===== src/rtl/csc_pkg.sv =====
// Shared definitions for the csc_pipe colour-space converter.
//   - csc_mode_e : conversion direction / standard selected by mode_i
//   - csc_ctrl_t : {bypass, mode}, the control word latched at each vs rise
//   - CSC_COEF   : 4 x 3 x 3 coefficient table, Q3.10 (x1024), indexed
//                  [mode][output row][input column]
//   - CSC_LAT    : fixed pipeline latency in clock cycles
package csc_pkg;

  localparam int CSC_LAT   = 4;
  localparam int CSC_FRAC  = 10;   // fractional bits of the coefficients
  localparam int CSC_Y_OFS = 16;   // studio-range luma offset at 8 bits
  localparam int CSC_C_OFS = 128;  // chroma mid-point at 8 bits

  typedef enum logic [1:0] {
    CSC_601_FWD = 2'd0,
    CSC_709_FWD = 2'd1,
    CSC_601_INV = 2'd2,
    CSC_709_INV = 2'd3
  } csc_mode_e;

  typedef struct packed {
    logic      bypass;
    csc_mode_e mode;
  } csc_ctrl_t;

  localparam int CSC_COEF [4][3][3] = '{
    '{'{ 263,  516,  100}, '{-152, -298,  450}, '{ 450, -377,  -73}},  // 601 fwd
    '{'{ 187,  629,   63}, '{-103, -347,  450}, '{ 450, -409,  -41}},  // 709 fwd
    '{'{1192,    0, 1634}, '{1192, -401, -832}, '{1192, 2066,    0}},  // 601 inv
    '{'{1192,    0, 1836}, '{1192, -218, -546}, '{1192, 2163,    0}}   // 709 inv
  };

  // Inverse modes have bit 1 set.
  function automatic logic csc_is_inv(csc_mode_e m);
    return m[1];
  endfunction

  // Offset of channel/row 'row' (0 = Y, 1/2 = chroma) scaled to dw bits.
  function automatic int csc_ofs(int row, int dw);
    return ((row == 0) ? CSC_Y_OFS : CSC_C_OFS) << (dw - 8);
  endfunction

endpackage


===== src/rtl/csc_mac3.sv =====
// One output channel of the converter: stages S2..S4.
//   clk, rst          : pixel clock, synchronous active-high reset
//   valid             : pixel present in S1 (de)
//   bypass, inv       : control of that pixel (pass-through / YUV->RGB)
//   x0..x2            : S1 channel values, signed DW+1 bits
//   k0..k2            : coefficients for this row, signed Q3.10
//   raw               : untouched input channel, used in bypass
//   y                 : registered result; 0 when the pixel is not valid
// S2 multiplies, S3 sums/rounds/shifts and adds the forward offset OFS,
// S4 clamps to [0, 2^DW-1].
module csc_mac3 import csc_pkg::*; #(
  parameter int DW     = 8,
  parameter int COEF_W = 14,
  parameter int OFS    = 16
) (
  input  logic                     clk,
  input  logic                     rst,
  input  logic                     valid,
  input  logic                     bypass,
  input  logic                     inv,
  input  logic signed [DW:0]       x0,
  input  logic signed [DW:0]       x1,
  input  logic signed [DW:0]       x2,
  input  logic signed [COEF_W-1:0] k0,
  input  logic signed [COEF_W-1:0] k1,
  input  logic signed [COEF_W-1:0] k2,
  input  logic [DW-1:0]            raw,
  output logic [DW-1:0]            y
);

  localparam int PW    = DW + 1 + COEF_W;  // exact product width
  localparam int ACC_W = DW + COEF_W + 3;  // room for three products plus rounding
  localparam logic signed [ACC_W-1:0] RND   = ACC_W'(1 << (CSC_FRAC - 1));
  localparam logic signed [ACC_W-1:0] OFS_S = ACC_W'(OFS);
  localparam logic signed [ACC_W-1:0] MAXV  = ACC_W'((1 << DW) - 1);

  // S2
  logic signed [PW-1:0] p0, p1, p2;
  logic                 valid2, bypass2, inv2;
  logic [DW-1:0]        raw2;
  // S3
  logic signed [ACC_W-1:0] sum, scaled, acc3;
  logic                    valid3, bypass3;
  logic [DW-1:0]           raw3;
  // S4 input
  logic [DW-1:0]           sat;

  // NOTE: every always_comb target is assigned unconditionally first, so no
  // path leaves it unassigned and no latch is inferred.
  always_comb begin
    sum    = ACC_W'(p0) + ACC_W'(p1) + ACC_W'(p2) + RND;
    scaled = sum >>> CSC_FRAC;
    if (!inv2) scaled = scaled + OFS_S;

    if (acc3[ACC_W-1])    sat = '0;
    else if (acc3 > MAXV) sat = '1;
    else                  sat = acc3[DW-1:0];
  end

  // NOTE: reset is sampled on the clock edge and clears every stage, which
  // flushes a partly filled pipeline; state uses <= so each stage takes the
  // previous stage's value from before the edge.
  always_ff @(posedge clk) begin
    if (rst) begin
      p0      <= '0;
      p1      <= '0;
      p2      <= '0;
      valid2  <= 1'b0;
      bypass2 <= 1'b0;
      inv2    <= 1'b0;
      raw2    <= '0;
      acc3    <= '0;
      valid3  <= 1'b0;
      bypass3 <= 1'b0;
      raw3    <= '0;
      y       <= '0;
    end else begin
      p0      <= PW'(x0) * PW'(k0);
      p1      <= PW'(x1) * PW'(k1);
      p2      <= PW'(x2) * PW'(k2);
      valid2  <= valid;
      bypass2 <= bypass;
      inv2    <= inv;
      raw2    <= raw;

      acc3    <= scaled;
      valid3  <= valid2;
      bypass3 <= bypass2;
      raw3    <= raw2;

      if (!valid3)      y <= '0;
      else if (bypass3) y <= raw3;
      else              y <= sat;
    end
  end

endmodule


===== src/rtl/csc_pipe.sv =====
// RGB <-> YCbCr (studio range) converter, BT.601 / BT.709, with bypass.
// Fixed LAT-cycle pipeline between the timing generator and frame memory.
//   clk_i, rst_i        : pixel clock, synchronous active-high reset
//   vs_i, hs_i, de_i    : video timing in
//   pix_i               : {c0,c1,c2}, each DW bits ({R,G,B} or {Y,Cb,Cr})
//   mode_i, bypass_i    : requested conversion, taken only at a vs rise
//   vs_o, hs_o, de_o    : timing delayed by LAT
//   pix_o               : converted pixel, 0 while de_o is low
//   mode_act_o          : {bypass,mode} currently in effect
// S1 (here) registers the input and removes YUV offsets for inverse modes;
// three csc_mac3 instances provide S2..S4, one per output channel.
module csc_pipe import csc_pkg::*; #(
  parameter int DW     = 8,
  parameter int COEF_W = 14,
  parameter int LAT    = CSC_LAT
) (
  input  logic            clk_i,
  input  logic            rst_i,
  input  logic            vs_i,
  input  logic            hs_i,
  input  logic            de_i,
  input  logic [3*DW-1:0] pix_i,
  input  logic [1:0]      mode_i,
  input  logic            bypass_i,
  output logic            vs_o,
  output logic            hs_o,
  output logic            de_o,
  output logic [3*DW-1:0] pix_o,
  output logic [2:0]      mode_act_o
);

  logic      vs_prev;
  csc_ctrl_t mode_act, ctrl_now;

  logic signed [DW:0] x_in [3];
  logic signed [DW:0] s1_x [3];
  logic               s1_de;
  csc_ctrl_t          s1_ctrl;
  logic [3*DW-1:0]    s1_raw;

  logic signed [COEF_W-1:0] coef [3][3];

  logic [LAT-1:0] vs_sr, hs_sr, de_sr;

  always_comb begin
    // A vs rise takes effect on its own edge, so a pixel arriving together
    // with the rise already uses the new control word.
    ctrl_now = mode_act;
    if (vs_i && !vs_prev) ctrl_now = csc_ctrl_t'({bypass_i, mode_i});

    for (int r = 0; r < 3; r++) begin
      x_in[r] = $signed({1'b0, pix_i[(2-r)*DW +: DW]});
      if (csc_is_inv(ctrl_now.mode)) x_in[r] = x_in[r] - (DW+1)'(csc_ofs(r, DW));
    end
  end

  // Coefficients follow the mode travelling with the pixel in S1.
  always_comb begin
    for (int r = 0; r < 3; r++)
      for (int c = 0; c < 3; c++)
        coef[r][c] = COEF_W'(CSC_COEF[s1_ctrl.mode][r][c]);
  end

  always_ff @(posedge clk_i) begin
    if (rst_i) begin
      vs_prev  <= 1'b0;
      mode_act <= '0;
      s1_de    <= 1'b0;
      s1_ctrl  <= '0;
      s1_raw   <= '0;
      for (int r = 0; r < 3; r++) s1_x[r] <= '0;
      vs_sr    <= '0;
      hs_sr    <= '0;
      de_sr    <= '0;
    end else begin
      vs_prev  <= vs_i;
      mode_act <= ctrl_now;
      s1_de    <= de_i;
      s1_ctrl  <= ctrl_now;
      s1_raw   <= pix_i;
      for (int r = 0; r < 3; r++) s1_x[r] <= x_in[r];
      vs_sr    <= {vs_sr[LAT-2:0], vs_i};
      hs_sr    <= {hs_sr[LAT-2:0], hs_i};
      de_sr    <= {de_sr[LAT-2:0], de_i};
    end
  end

  for (genvar r = 0; r < 3; r++) begin : g_ch
    csc_mac3 #(
      .DW     (DW),
      .COEF_W (COEF_W),
      .OFS    (csc_ofs(r, DW))
    ) u_mac (
      .clk    (clk_i),
      .rst    (rst_i),
      .valid  (s1_de),
      .bypass (s1_ctrl.bypass),
      .inv    (csc_is_inv(s1_ctrl.mode)),
      .x0     (s1_x[0]),
      .x1     (s1_x[1]),
      .x2     (s1_x[2]),
      .k0     (coef[r][0]),
      .k1     (coef[r][1]),
      .k2     (coef[r][2]),
      .raw    (s1_raw[(2-r)*DW +: DW]),
      .y      (pix_o[(2-r)*DW +: DW])
    );
  end

  assign vs_o       = vs_sr[LAT-1];
  assign hs_o       = hs_sr[LAT-1];
  assign de_o       = de_sr[LAT-1];
  assign mode_act_o = mode_act;

endmodule


===== config.mk =====
export PLATFORM = sky130hd
export DESIGN_NAME = csc_pipe
export DESIGN_NICKNAME = d
export VERILOG_FILES = /design/src/rtl/csc_pkg.sv /design/src/rtl/csc_mac3.sv /design/src/rtl/csc_pipe.sv
export SDC_FILE = /design/constraint.sdc
export NUM_CORES = 2
export LEC_CHECK = 0
export CAP_MARGIN = 20
export CORE_MARGIN = 10
export CORE_UTILIZATION = 40
export DETAILED_ROUTE_END_ITERATION = 6
export HOLD_SLACK_MARGIN = 0.1
export PLACE_DENSITY = 0.6
export SYNTH_ARGS = -nofsm -noshare
export SYNTH_HDL_FRONTEND = slang
export SYNTH_HIERARCHICAL = 1
export SYNTH_SLANG_ARGS = --single-unit

===== constraint.sdc =====
create_clock -name clk_i -period 13.7 [get_ports clk_i]
set_clock_uncertainty 0.1 [all_clocks]
set_input_delay 4.11 -clock clk_i [delete_from_list [all_inputs] [get_ports clk_i]]
set_output_delay 4.11 -clock clk_i [all_outputs]
set_load 0.02 [all_outputs]

==> metrics list <==
- TritonCTS clock tree: built
* Final wirelength: roughly 130000 um
* Antenna violations before repair: 8
* Number of different library cells in the post-synthesis netlist: 110
- Across the VDD grid, the largest voltage drop is 0.000116 V.
- Post-CTS setup buffer count: 0
- Synthesis inferred 390 register bits.
- Peak per-stage delay on the critical path: about 0.84 ns
- Of all nets on the critical path, the largest fanout is roughly 100.
- In this run the tightest slew margin relative to its limit is 0.329.
- Port-buffer cells: between 60 and 70
- After synthesis, the cell types taking the most area are sky130_fd_sc_hd__fa_1 (37%), sky130_fd_sc_hd__dfxtp_1 (14%), sky130_fd_sc_hd__ha_1 (13%), sky130_fd_sc_hd__inv_1 (6.4%), sky130_fd_sc_hd__and2_1 (5.5%).
- Endpoints failing setup: 0
* Cell at the root of the clock tree: sky130_fd_sc_hd__clkbuf_16
* Slew at the pin with the worst max-slew slack: 1.01 ns
- For this run, the number of Yosys warnings is 6.
* Core Region: 138000 um2
- The critical path is of the reg -> reg type.
- Net count reported at finish: 7609
- The detailed router placed 38500 vias in this run.
- Number of design rule violations left after detail routing: 0
- Post-CTS repair changed the size of 0 cells.
- Dividing the detail-routed wire length by the instance count gives 16.2 um.
* Starting Density: 0.403
- The run finished with clean final reports.
* Sequential-to-total area share from yosys stat: 0.141
* Number of synthesized flops with an enable pin: 0
- Number of vias per cell: 4.92
- In the synthesized netlist the dominant register cell turns out to be sky130_fd_sc_hd__dfxtp_1.
* Number of sinks handled by clock tree synthesis: 390
- Averaged over all synthesized cells, the footprint is roughly 9.4 um2.
- Post-synthesis cell type with the largest combined area: sky130_fd_sc_hd__fa_1
- The number of hold violations in the final report is 0.
* Maximum buffer depth of the clock tree: 3
- Dividing total power by cell area gives a power density of 169 nW/um2.
* Area share of the leading cell type in the synthesized netlist: 0.365
* Number of levels in the clock H-tree: 2
* Top library cells by usage in the layout, fill and taps aside: sky130_fd_sc_hd__fa_1 (1011), sky130_fd_sc_hd__inv_1 (942), sky130_fd_sc_hd__nand2_1 (624)
- Clock insertion delay at the later pin of the skew report: roughly 0.62 ns
- For this run, the share of the core covered by cells in the final layout is 0.437.
* Most common cell after layout, fill and taps aside: sky130_fd_sc_hd__fa_1
- Row count: around 140
- Max-cap violations in this run came to 0.
* Count of cells along the worst hold path: 1
- Final period util: 0.596
- Height of the die: 392 um
- Of the cells placed in the final design, the portion with a size suffix greater than 1 is 0.0378.
- The worst hold path belongs to the class reg -> reg.
- For the worst flop-to-flop path, the logic depth is 24.
- From synthesis to final layout, the design area changed by 8.43%.
- The via count of the first global-routing pass came to 41200.
- Once detail routing completed, the nets flagged for antenna violations numbered 0.
* Total CTS buffers: 47
- Type of origin of the critical path: flip-flop
- At the end of routability-driven placement, the weighted congestion stood at 0.858.
* GRT Resource Usage Total: 0.171
- Fin. max-slew vios: 0
* Total half-perimeter wirelength after legalization and detailed placement: 96300 um
- The critical path goes through inv_6 -> buf_4 -> ha_2 -> buf_4 -> nand2_1 -> fa_1 -> inv_1 -> fa_1 -> ha_1 -> inv_1 -> fa_1 -> inv_1 -> ha_1 -> ha_1 -> fa_1 -> a21o_1 -> a21oi_1 -> o21bai_1 -> a21oi_1 -> o21bai_1 -> a31o_2 -> a211oi_1 -> o2bb2ai_1 -> mux2_2.
- At the worst endpoint, the arrival time is 8.57 ns.
- By instance count, the cell type seen most on the critical path is sky130_fd_sc_hd__fa_1.
- The analysis attributes to cell leakage a power of approximately 30 nW.
- Hold repair after CTS inserted 0 buffers.
- Highest clock rate: 122 MHz
* Setup crit end kind: flip-flop
* Width of the die: 392 um
- Shortest period the worst path allows: around 8.2 ns
* First-pass GRT wire length: 214000 um
- Detailed Route Iter0 Violations: between 1500 and 2000
- Data required time at the worst endpoint: 14.10 ns
- Pin placement for this block handled 62 I/O pins.
- Die outline area: 154000 um2
- Synthesis produced 5897 cells.
* Worst-path clk slew: 0.06 ns
- The synthesized netlist occupies a cell area of 55400 um2.
- 1st-pass router iterations: 5
- Largest net degree at the start of global routing: 103
* Unrepaired setup endpoints after global routing: no
* Master of the slowest instance on the critical path: sky130_fd_sc_hd__buf_4
* Share of async-settable or async-resettable flops after synthesis: 0
- For the final routed database, the setup TNS stands at 0 ns.
- Overflow after GRT: 0
[synthesized netlist by cell type (6+ instances only)]
cell	count
sky130_fd_sc_hd__fa_1	1011
sky130_fd_sc_hd__and3_1	33
sky130_fd_sc_hd__o21a_1	19
sky130_fd_sc_hd__o21bai_1	21
sky130_fd_sc_hd__a31oi_1	20
sky130_fd_sc_hd__and2_1	487
sky130_fd_sc_hd__mux2_2	8
sky130_fd_sc_hd__inv_1	943
sky130_fd_sc_hd__o21ai_0	57
sky130_fd_sc_hd__dfxtp_1	390
sky130_fd_sc_hd__ha_1	575
sky130_fd_sc_hd__a211o_1	6
sky130_fd_sc_hd__o211ai_1	14
sky130_fd_sc_hd__a211oi_1	24
sky130_fd_sc_hd__nor2_1	374
sky130_fd_sc_hd__and4_1	7
sky130_fd_sc_hd__nand2b_1	43
sky130_fd_sc_hd__xnor2_1	149
sky130_fd_sc_hd__nand4_1	16
sky130_fd_sc_hd__clkbuf_1	202
sky130_fd_sc_hd__nor4_1	7
sky130_fd_sc_hd__xor2_1	76
sky130_fd_sc_hd__a21oi_1	172
sky130_fd_sc_hd__nand3_1	41
sky130_fd_sc_hd__nor3_1	77
sky130_fd_sc_hd__nand2_1	624
sky130_fd_sc_hd__or2_2	14
sky130_fd_sc_hd__o31ai_1	12
sky130_fd_sc_hd__buf_1	7
sky130_fd_sc_hd__or3_1	23
sky130_fd_sc_hd__o21ai_1	11
sky130_fd_sc_hd__nor2b_1	191
sky130_fd_sc_hd__a2111oi_0	9
sky130_fd_sc_hd__a21o_1	66
sky130_fd_sc_hd__nor3b_1	13
[sequential cells by signal (all words and copies together), names as in the netlist, 2 cells and up]
register            cells
de_sr                   4
g_ch.u_mac/acc3        48
g_ch.u_mac/bypass2      3
g_ch.u_mac/bypass3      3
g_ch.u_mac/inv2         3
g_ch.u_mac/p0          69
g_ch.u_mac/p1          69
g_ch.u_mac/p2          69
g_ch.u_mac/raw2        24
g_ch.u_mac/raw3        24
g_ch.u_mac/valid2       3
g_ch.u_mac/valid3       3
g_ch.u_mac/y           24
hs_sr                   4
mode_act_o              2
s1_raw                 24
s1_x                    9
vs_sr                   4
[critical path: cells and delay by family, from the launching register on]
kind	cells	cell delay, ns
and+or+nand+nor	1	0.16
adders and majority gates	8	3.25
muxes	1	0.34
DFF	1	0.35
buffers and inverters	6	2.08
AOI/OAI and AO/OA	8	1.60
[layout make-up]
type	count	area [um2]
fill	13400	77600
multi-input combinational	4502	43800
clock buffer	55	1280
sequential	390	7820
tap	1794	2240
antenna	1	2.50
timing repair buffer	104	938
clock inverter	32	432
inverter	946	3560
[power breakdown]
group / switching (mW) / internal [mW] / leakage, nW
registers: 0.190 / 1.44 / 3.23
clock network: 0.555 / 0.813 / 0.824
logic: 4.08 / 3.05 / 26.4
[layer usage]
layer / global-route usage / up-vias / routed length (um)
met3: 0.0194 / 187 / 5370
met2: 0.294 / 681 / 60700
met4: 0.0532 / 4 / 4100
li1: - / 18300 / -
met1: 0.225 / 19300 / 56700
met5: 0 / - / 27
[metrics by stage]
step                setup slack (ns)  cells  hold WS [ns]  instance area, um2  power (mW)
floorplan                       5.19   6053         0.314               56000        7.21
global placement                5.59   7736         0.316               58400        8.67
detailed placement              5.50   7736         0.321               58400        8.75
CTS                             5.48   7823         0.337               60100        10.2
global route                    4.94   7824         0.352               60100        11.4
finish                          5.53   7824         0.334               60100        10.1
[logic make-up (layout without fill, tap and decap cells)]
logic type | after synthesis | count (layout) | share of synthesized area
other cells | 2 | 159 | 0.000135
buf+inv | 1161 | 1137 | 0.0791
flops | 390 | 390 | 0.141
compound gates | 514 | 514 | 0.0629
fa+ha+maj | 1586 | 1586 | 0.495
simple gates | 2000 | 2000 | 0.182
xor+xnor | 226 | 226 | 0.0358
mux | 18 | 18 | 0.00381
[path summary, 6_finish.rpt]
path,startpoint,slack (ns),endpoint
max,mode_act_o[1],5.53,g_ch[0].u_mac/p2[21]
min,g_ch[0].u_mac/bypass2,0.33,g_ch[0].u_mac/bypass3
max reg2reg,mode_act_o[1],5.53,g_ch[0].u_mac/p2[21]
min reg2reg,g_ch[0].u_mac/bypass2,0.33,g_ch[0].u_mac/bypass3
No activity file was read; power rests on OpenSTA's default activity.
